==> src/rtl/snail_match_counter_if.sv <==
// Handshake/data bundle between the windowed match counter and its
// surroundings: detector match in, start/ack control in, status and result out.
interface snail_match_counter_if #(
  parameter int CNT_W = 8
);
  logic             match;
  logic             start;
  logic             ack;
  logic             busy;
  logic             result_valid;
  logic [CNT_W-1:0] result;
  logic             alarm;

  modport master (
    output match, start, ack,
    input  busy, result_valid, result, alarm
  );

  modport slave (
    input  match, start, ack,
    output busy, result_valid, result, alarm
  );
endinterface

==> src/rtl/snail_match_counter.sv <==
// Windowed match counter downstream of the serial 010 detector.
// On start it counts detector match events for WINDOW cycles, then latches a
// saturated total plus a threshold alarm and holds them under valid/ack.
// Optional feature macro SNAIL_CNT_EDGE_EN: when defined, an event is a rising
// edge of match; when undefined, every cycle with match high is an event.
module snail_match_counter #(
  parameter int CNT_W  = 8,
  parameter int WINDOW = 64,
  parameter int THRESH = 3
) (
  input  logic                    clk,
  input  logic                    _rst,
  snail_match_counter_if.slave    bus
);

  localparam int WIN_W = (WINDOW > 1) ? $clog2(WINDOW) : 1;
  localparam logic [WIN_W-1:0] WIN_LAST = WIN_W'(WINDOW - 1);
  localparam logic [31:0] THRESH_U = THRESH;

  typedef enum logic [1:0] {
    IDLE = 2'd0,
    RUN  = 2'd1,
    DONE = 2'd2
  } state_t;

  state_t           state;
  logic [CNT_W-1:0] cnt;
  logic [CNT_W-1:0] cnt_next;
  logic [WIN_W-1:0] win;
  logic             ev;

`ifdef SNAIL_CNT_EDGE_EN
  logic match_q;

  // Previous-cycle match, tracked in every state so the first RUN sample
  // sees the value present on the start edge.
  always_ff @(posedge clk or negedge _rst) begin
    if (!_rst) match_q <= 1'b0;
    else       match_q <= bus.match;
  end
`endif

  // Event qualification and saturating next count.
  always_comb begin
`ifdef SNAIL_CNT_EDGE_EN
    ev = bus.match & ~match_q;
`else
    ev = bus.match;
`endif
    cnt_next = cnt;
    if (ev && (cnt != '1)) cnt_next = cnt + 1'b1;
  end

  // Control FSM with registered status and result outputs.
  always_ff @(posedge clk or negedge _rst) begin
    if (!_rst) begin
      state            <= IDLE;
      cnt              <= '0;
      win              <= '0;
      bus.busy         <= 1'b0;
      bus.result_valid <= 1'b0;
      bus.result       <= '0;
      bus.alarm        <= 1'b0;
    end else begin
      case (state)
        IDLE: begin
          if (bus.start) begin
            state    <= RUN;
            cnt      <= '0;
            win      <= '0;
            bus.busy <= 1'b1;
          end
        end
        RUN: begin
          cnt <= cnt_next;
          win <= win + 1'b1;
          if (win == WIN_LAST) begin
            state            <= DONE;
            bus.busy         <= 1'b0;
            bus.result_valid <= 1'b1;
            bus.result       <= cnt_next;
            bus.alarm        <= (32'(cnt_next) >= THRESH_U);
          end
        end
        DONE: begin
          if (bus.ack) begin
            state            <= IDLE;
            bus.result_valid <= 1'b0;
          end
        end
        default: begin
          state            <= IDLE;
          bus.busy         <= 1'b0;
          bus.result_valid <= 1'b0;
        end
      endcase
    end
  end

endmodule

==> src/flat_wrapper.sv <==
// flat-port wrapper written by rule: the top's interface ports become plain ports
module snail_match_counter_flat 
#(
  parameter int CNT_W  = 8,
  parameter int WINDOW = 64,
  parameter int THRESH = 3
)
  (clk, _rst, bus_match, bus_start, bus_ack, bus_busy, bus_result_valid, bus_result, bus_alarm);
  snail_match_counter_if #(.CNT_W(CNT_W)) bus_i ();
  input  logic clk;
  input  logic _rst;
  input wire logic [$bits(bus_i.match)-1:0] bus_match;
  input wire logic [$bits(bus_i.start)-1:0] bus_start;
  input wire logic [$bits(bus_i.ack)-1:0] bus_ack;
  output wire logic [$bits(bus_i.busy)-1:0] bus_busy;
  output wire logic [$bits(bus_i.result_valid)-1:0] bus_result_valid;
  output wire logic [$bits(bus_i.result)-1:0] bus_result;
  output wire logic [$bits(bus_i.alarm)-1:0] bus_alarm;
  assign bus_i.match = bus_match;
  assign bus_i.start = bus_start;
  assign bus_i.ack = bus_ack;
  assign bus_busy = bus_i.busy;
  assign bus_result_valid = bus_i.result_valid;
  assign bus_result = bus_i.result;
  assign bus_alarm = bus_i.alarm;
  snail_match_counter #(.CNT_W(CNT_W), .WINDOW(WINDOW), .THRESH(THRESH)) u_core (.clk(clk), ._rst(_rst), .bus(bus_i));
endmodule
==> config.mk <==
export PLATFORM = sky130hd
export DESIGN_NAME = snail_match_counter_flat
export DESIGN_NICKNAME = d
export VERILOG_FILES = /design/src/rtl/snail_match_counter_if.sv /design/src/rtl/snail_match_counter.sv /design/src/flat_wrapper.sv
export SDC_FILE = /design/constraint.sdc
export NUM_CORES = 1
export LEC_CHECK = 0
export CORE_MARGIN = 2
export CORE_UTILIZATION = 55
export CTS_CLUSTER_DIAMETER = 200
export DETAILED_ROUTE_END_ITERATION = 10
export PLACE_DENSITY = 0.82
export SKIP_LAST_GASP = 1
export SLEW_MARGIN = 20
export SYNTH_ARGS = -nofsm -noshare
export SYNTH_HDL_FRONTEND = slang
export SYNTH_SLANG_ARGS = --single-unit
==> constraint.sdc <==
create_clock -name clk -period 3.08 [get_ports clk]
set_input_delay 0.308 -clock clk [delete_from_list [all_inputs] [get_ports clk]]
set_output_delay 0.308 -clock clk [all_outputs]
set_load 0.005 [all_outputs]
==> flow_summary.yaml, run 1 <==
grt:
  grt_max_degree: 28
  grt_pass1_vias: 1112
  grt_pass1_wl_um: 4840
  grt.overflow.total: 0
  grt_antenna_before_repair: 0
  track_usage: 0.193
final_layout:
  insertedDiodeCount: 0
  final_common_cell: "dfrtp_1"
  drive_above_1_share: 0.155
  area_growth_pct: 9.63
  layout.nets: 163
  final_core_util: 0.649
  fillers: 207
  final_cell_mix: "dfrtp_1 (27), clkdlybuf4s50_1 (15), nor2_1 (10)"
sta:
  fin_crit_ps: 1970
  rsz0062_at_grt: "no"
  min_period_over_period: 0.640
  clock.fmax_mhz: 507
  worst_pin_slew_ps: 745
  fin_skew_ps: 5.74
  fin_setup_tns_ps: 0
  maxSlewViolCount: 0
  hold_viol: 0
  max-slew-margin-rel: 0.500
  finalSetupViolations: 0
synth:
  ys_seq_area_frac: 0.448
  synth-edff-count: 0
  synthArstFlopShare: 1.00
  ys_ff_latch: 27
  synth_cells: 145
  yosys_most_used_dff: "dfrtp_1"
  avgSynthCellArea_um2: 10.4
  yosys_warnings: 0
  synth_cell_types: 49
  syn-num-nets: 152
  syn_area_um2: 1510
die:
  die_y_um: 56.4
  die_w_um: 56.4
  dieArea_um2: 3180
  core_area_um2: 2540
  initial_core_util: 0.592
  io-pin-count: 16
  row_count: 18
run_status:
  status: "finished, final reports clean"
pwr:
  peakVddDrop_v: 0.000492
  p_leak_nw: 0.698
  power.density_nw_per_um2: 708
clocking:
  cts_root_buf: "clkbuf_4"
  cts_resized: 0
  cts_tree: "built"
  clock_sinks: 27
  clkTransAtPathRegs_ps: 140
  htree_levels: 1
  cts_buffers: 3
  clockBufferDepth: 2
  cts-hold-fix-buffers: 0
  post_cts_buffers: 0
  clk_latency_ps: 320
detailed_routing:
  wirelength_um: 2870
  via_per_inst: 6.11
  routedWlPerCell_um: 15.5
  antenna_left: 0
  firstDrtPassIters: 4
  drtIter0Drc: 38
  drc_errors: 0
  vias: 1131
worst_setup_path:
  cp_cell_sequence: "ha_1 > nand3_1 > o21ai_2 > mux2_2 > a22o_1"
  crit_path_max_incr_delay_ps: 490
  endpoint_kind: "flop"
  cp.arrival_ps: 2200
  worstSetupStartpointType: "flop"
  critPathMaxFanout: 8
  critical_path_required_ps: 3300
  crit_type: "flop to flop"
  critPathSlowestCell: "dfrtp_1"
placement:
  port_buffers: 15
  hpwl_um: 2100
  finalWeightedCongestion: 0.870
run:
  drv_cap: 0
worst_hold_path:
  min_path_type: "input port to async pin"
area by class of cell:
cell class / count / area, um^2 / area share
clock inverters: 1 / 5.00 / 0.00303
flip-flops and latches: 27 / 676 / 0.409
well taps: 30 / 37.5 / 0.0227
inverters: 7 / 26.3 / 0.0159
clock buffers: 3 / 22.5 / 0.0136
multi-input cells: 101 / 728 / 0.441
repair buffers: 16 / 158 / 0.0954
stage by stage:
stage                     setup slack (ps)  cell area (um^2)  instances  hold slack (ps)  total power [mW]
after floorplan                       1390              1510        145             12.4             0.908
after global placement                1150              1630        181              492              1.00
after detailed placement              1070              1630        181              497              1.03
after CTS                             1110              1650        185              329              1.18
after global routing                  1010              1650        185              351              1.26
final                                 1110              1650        185              330              1.17
Yosys cell counts, drive strengths merged, types with 2 or more instances:
cell,n,area [um^2]
dfrtp,27,676
o21ai,11,62.6
nor2,10,37.5
a21oi,8,40.0
buf,8,60.1
mux2,8,90.1
nand2,8,30.0
a22o,7,61.3
inv,7,26.3
and4,4,38.8
nand3,4,25.0
nand4,4,31.3
and2,3,18.8
o211ai,3,22.5
a21o,2,15.0
a311oi,2,17.5
a31oi,2,12.5
clkbuf,2,17.5
ha,2,25.0
nand2b,2,20.0
nor3,2,21.3
or2,2,12.5
xnor2,2,17.5
final timing paths:
check / from / to / slack [ps] / depth (start not counted)
min in group clk: u_core.win[5] / u_core.win[5] / 520 / 1
setup / recovery: u_core.cnt[0] / u_core.cnt[0] / 1110 / 5
max in group asynchronous: _rst / u_core.cnt[2] / 2500 / 2
setup reg to reg: u_core.cnt[0] / u_core.cnt[0] / 1110 / 5
hold / removal: _rst / u_core.bus.result[5] / 330 / 2
hold reg to reg: u_core.win[5] / u_core.win[5] / 520 / 1
per-layer routing:
layer / share of wire / up-vias / global-route usage
met5: 0 / - / 0
met4: 0.010 / 0 / 0.0884
met3: 0.039 / 2 / 0.0253
met2: 0.51 / 36 / 0.343
met1: 0.44 / 538 / 0.229
li1: - / 555 / -
logic make-up after synthesis:
group                      synth area share
AOI/OAI and AO/OA                     0.210
muxes                                0.0598
DFF                                   0.448
xor gates and xnor gates             0.0174
buffers and inverters                0.0689
adders and majority gates            0.0166
and+or+nand+nor                       0.179
registers in the layout, summed over array words and instances, names as in the netlist:
signal	cells
u_core.bus.result	8
u_core.win	6
u_core.bus.alarm	1
u_core.state	2
u_core.bus.result_valid	1
u_core.cnt	8
u_core.bus.busy	1
worst max-delay path, delay by kind of cell (launching register included):
kind / cells / cell delay (ps)
mux: 1 / 360
flops: 1 / 490
simple gates: 1 / 230
fa+ha+maj: 1 / 310
compound gates: 2 / 480
power breakdown:
part           total (mW)  leakage (nW)  switching, mW  internal, mW
clock               0.151        0.0177          0.102        0.0487
sequential          0.597         0.321          0.144         0.453
combinational       0.423         0.359          0.193         0.230
Power figures use the tool's default switching activity.
==> run 2, diff against run 1 <==
- CORE_UTILIZATION: 55 -> 50
- PLACE_DENSITY: 0.82 -> 0.79
- clock period: 3.08 -> 1.8 ns (I/O delays scaled with it)
==> run 2 against run 1 <==
  * The flow now finishes with violations (DRC)
  * Clock-buffer cell count stayed put
  * Worst hold slack got worse by 130 ps
  * Global-route usage increased by 1.4 points
  * Sequential cell count stayed put
  * Die area up 9.3%
  * Via count grew 6.5%
  * Total power is 83% higher
  * First-iteration DRC count grew 39%
  * Cell count grew 7.6%
==> flow_summary.yaml, run 2 (same netlist as run 1, synthesis figures left out) <==
sta:
  min_period_over_period: 0.911
  fin_crit_ps: 1640
  hold_viol: 0
  max-slew-margin-rel: 0.736
  fin_skew_ps: 6.72
  hold_slack_ps: 202
  fin_setup_tns_ps: 0
  maxSlewViolCount: 0
  finalSetupViolations: 0
  clock.fmax_mhz: 610
  rsz0062_at_grt: "no"
  worst_pin_slew_ps: 394
clocking:
  clk_latency_ps: 330
  cts_root_buf: "clkbuf_4"
  post_cts_buffers: 0
  clockBufferDepth: 2
  cts-hold-fix-buffers: 0
  cts_buffers: 3
  clock_sinks: 27
  htree_levels: 1
  clkTransAtPathRegs_ps: 150
  cts_tree: "built"
detailed_routing:
  antenna_left: 0
  wl_met3_um: 97
  wl_met1_um: 1400
  routedWlPerCell_um: 15.4
  routed.top_layer: "met4"
  drc_errors: 1
  met2_length_um: 1500
  wirelength_um: 3070
  firstDrtPassIters: 7
  vias: 1204
  via_per_inst: 6.05
  drtIter0Drc: 53
pwr:
  peakVddDrop_v: 0.000703
  p_leak_nw: 0.758
  power_mw: 2.14
  power.density_nw_per_um2: 1220
grt:
  grt_antenna_before_repair: 0
  grt.overflow.total: 0
  grt_max_degree: 28
  grt_pass1_wl_um: 5490
  track_usage: 0.207
  grt_pass1_vias: 1205
worst_setup_path:
  crit_path_max_incr_delay_ps: 400
  critPathSlowestCell: "dfrtp_1"
  critical_path_required_ps: 2020
  cpLargestDelayFamily: "compound AO/OA/AOI/OAI gates"
  critPathMaxFanout: 6
  cp.arrival_ps: 1860
  crit_type: "flop to flop"
  endpoint_kind: "flop"
  worstSetupStartpointType: "flop"
  cp_cell_sequence: "ha_2 > and4_4 > nand4b_1 > a222oi_1 > a31oi_1"
  crit_buf_inv: 0
final_layout:
  fin_cells: 199
  final_area_um2: 1760
  fillers: 239
  multiInputGateArea_um2: 736
  insertedDiodeCount: 0
  area_growth_pct: 16.7
  seqCellArea_um2: 676
  largest_registers: "u_core.bus.result: 8 flops, u_core.cnt: 8 flops, u_core.win: 6 flops"
  final_cell_mix: "dfrtp_1 (27), clkdlybuf4s50_1 (15), buf_4 (14)"
  drive_above_1_share: 0.232
  layout.nets: 176
  final_common_cell: "dfrtp_1"
run:
  drv_cap: 0
die:
  die_y_um: 58.9
  io-pin-count: 16
  initial_core_util: 0.537
  dieArea_um2: 3470
  die_w_um: 58.9
  row_count: 19
  core_area_um2: 2810
placement:
  port_buffers: 15
  place_inst: 195
  dpl-instance-area_um2: 1720
  finalWeightedCongestion: 0.885
  hpwl_um: 2300
run_status:
  status: "finished, violations left"
  violations: "DRC"
worst_hold_path:
  min_path_type: "input port to async pin"
==> run 2: repair_timing <==
action,in CTS,in global routing
gates resized for setup,0,2
endpoints found under the setup margin,0,6
hold endpoints to repair,0,0
==> run 2: final timing paths <==
check	slack, ps	depth (start not counted)	end	from
worst max-delay path	160	5	u_core.bus.alarm	u_core.cnt[1]
worst min-delay path	200	2	u_core.bus.alarm	_rst
worst max register to register	160	5	u_core.bus.alarm	u_core.cnt[1]
worst min register to register	530	1	u_core.bus.result[3]	u_core.bus.result[3]
max in group asynchronous	1350	2	u_core.cnt[1]	_rst
min in group clk	520	4	u_core.bus.result_valid	bus_ack
==> run 2: cell type report <==
class | instances | area share
Clock buffer | 3 | 0.0128
Clock inverter | 1 | 0.00284
Inverter | 7 | 0.0149
Multi-Input combinational cell | 101 | 0.418
Sequential cell | 27 | 0.384
Tap cell | 31 | 0.0220
Timing Repair Buffer | 29 | 0.145
==> run 2: report_power, final <==
part           switching (mW)  leakage (nW)  internal [mW]
registers               0.183         0.321          0.776
clock network           0.185        0.0177         0.0836
logic                   0.432         0.420          0.481
total                   0.800         0.758           1.34
==> run 2: per-stage QoR <==
stage	setup WS, ps	util
2_1_floorplan	105	-
3_3_place_gp	76.0	0.615
3_5_place_dp	93.4	0.615
4_1_cts	65.7	0.624
5_1_grt	20.3	0.627
6_report	160	0.627
==> run 2: per-layer routing <==
layer  GRT usage  vias to the layer above
li1            -                      581
met1       0.273                      597
met2       0.335                       17
met3      0.0330                        9
met4      0.0909                        0
met5           0                        -
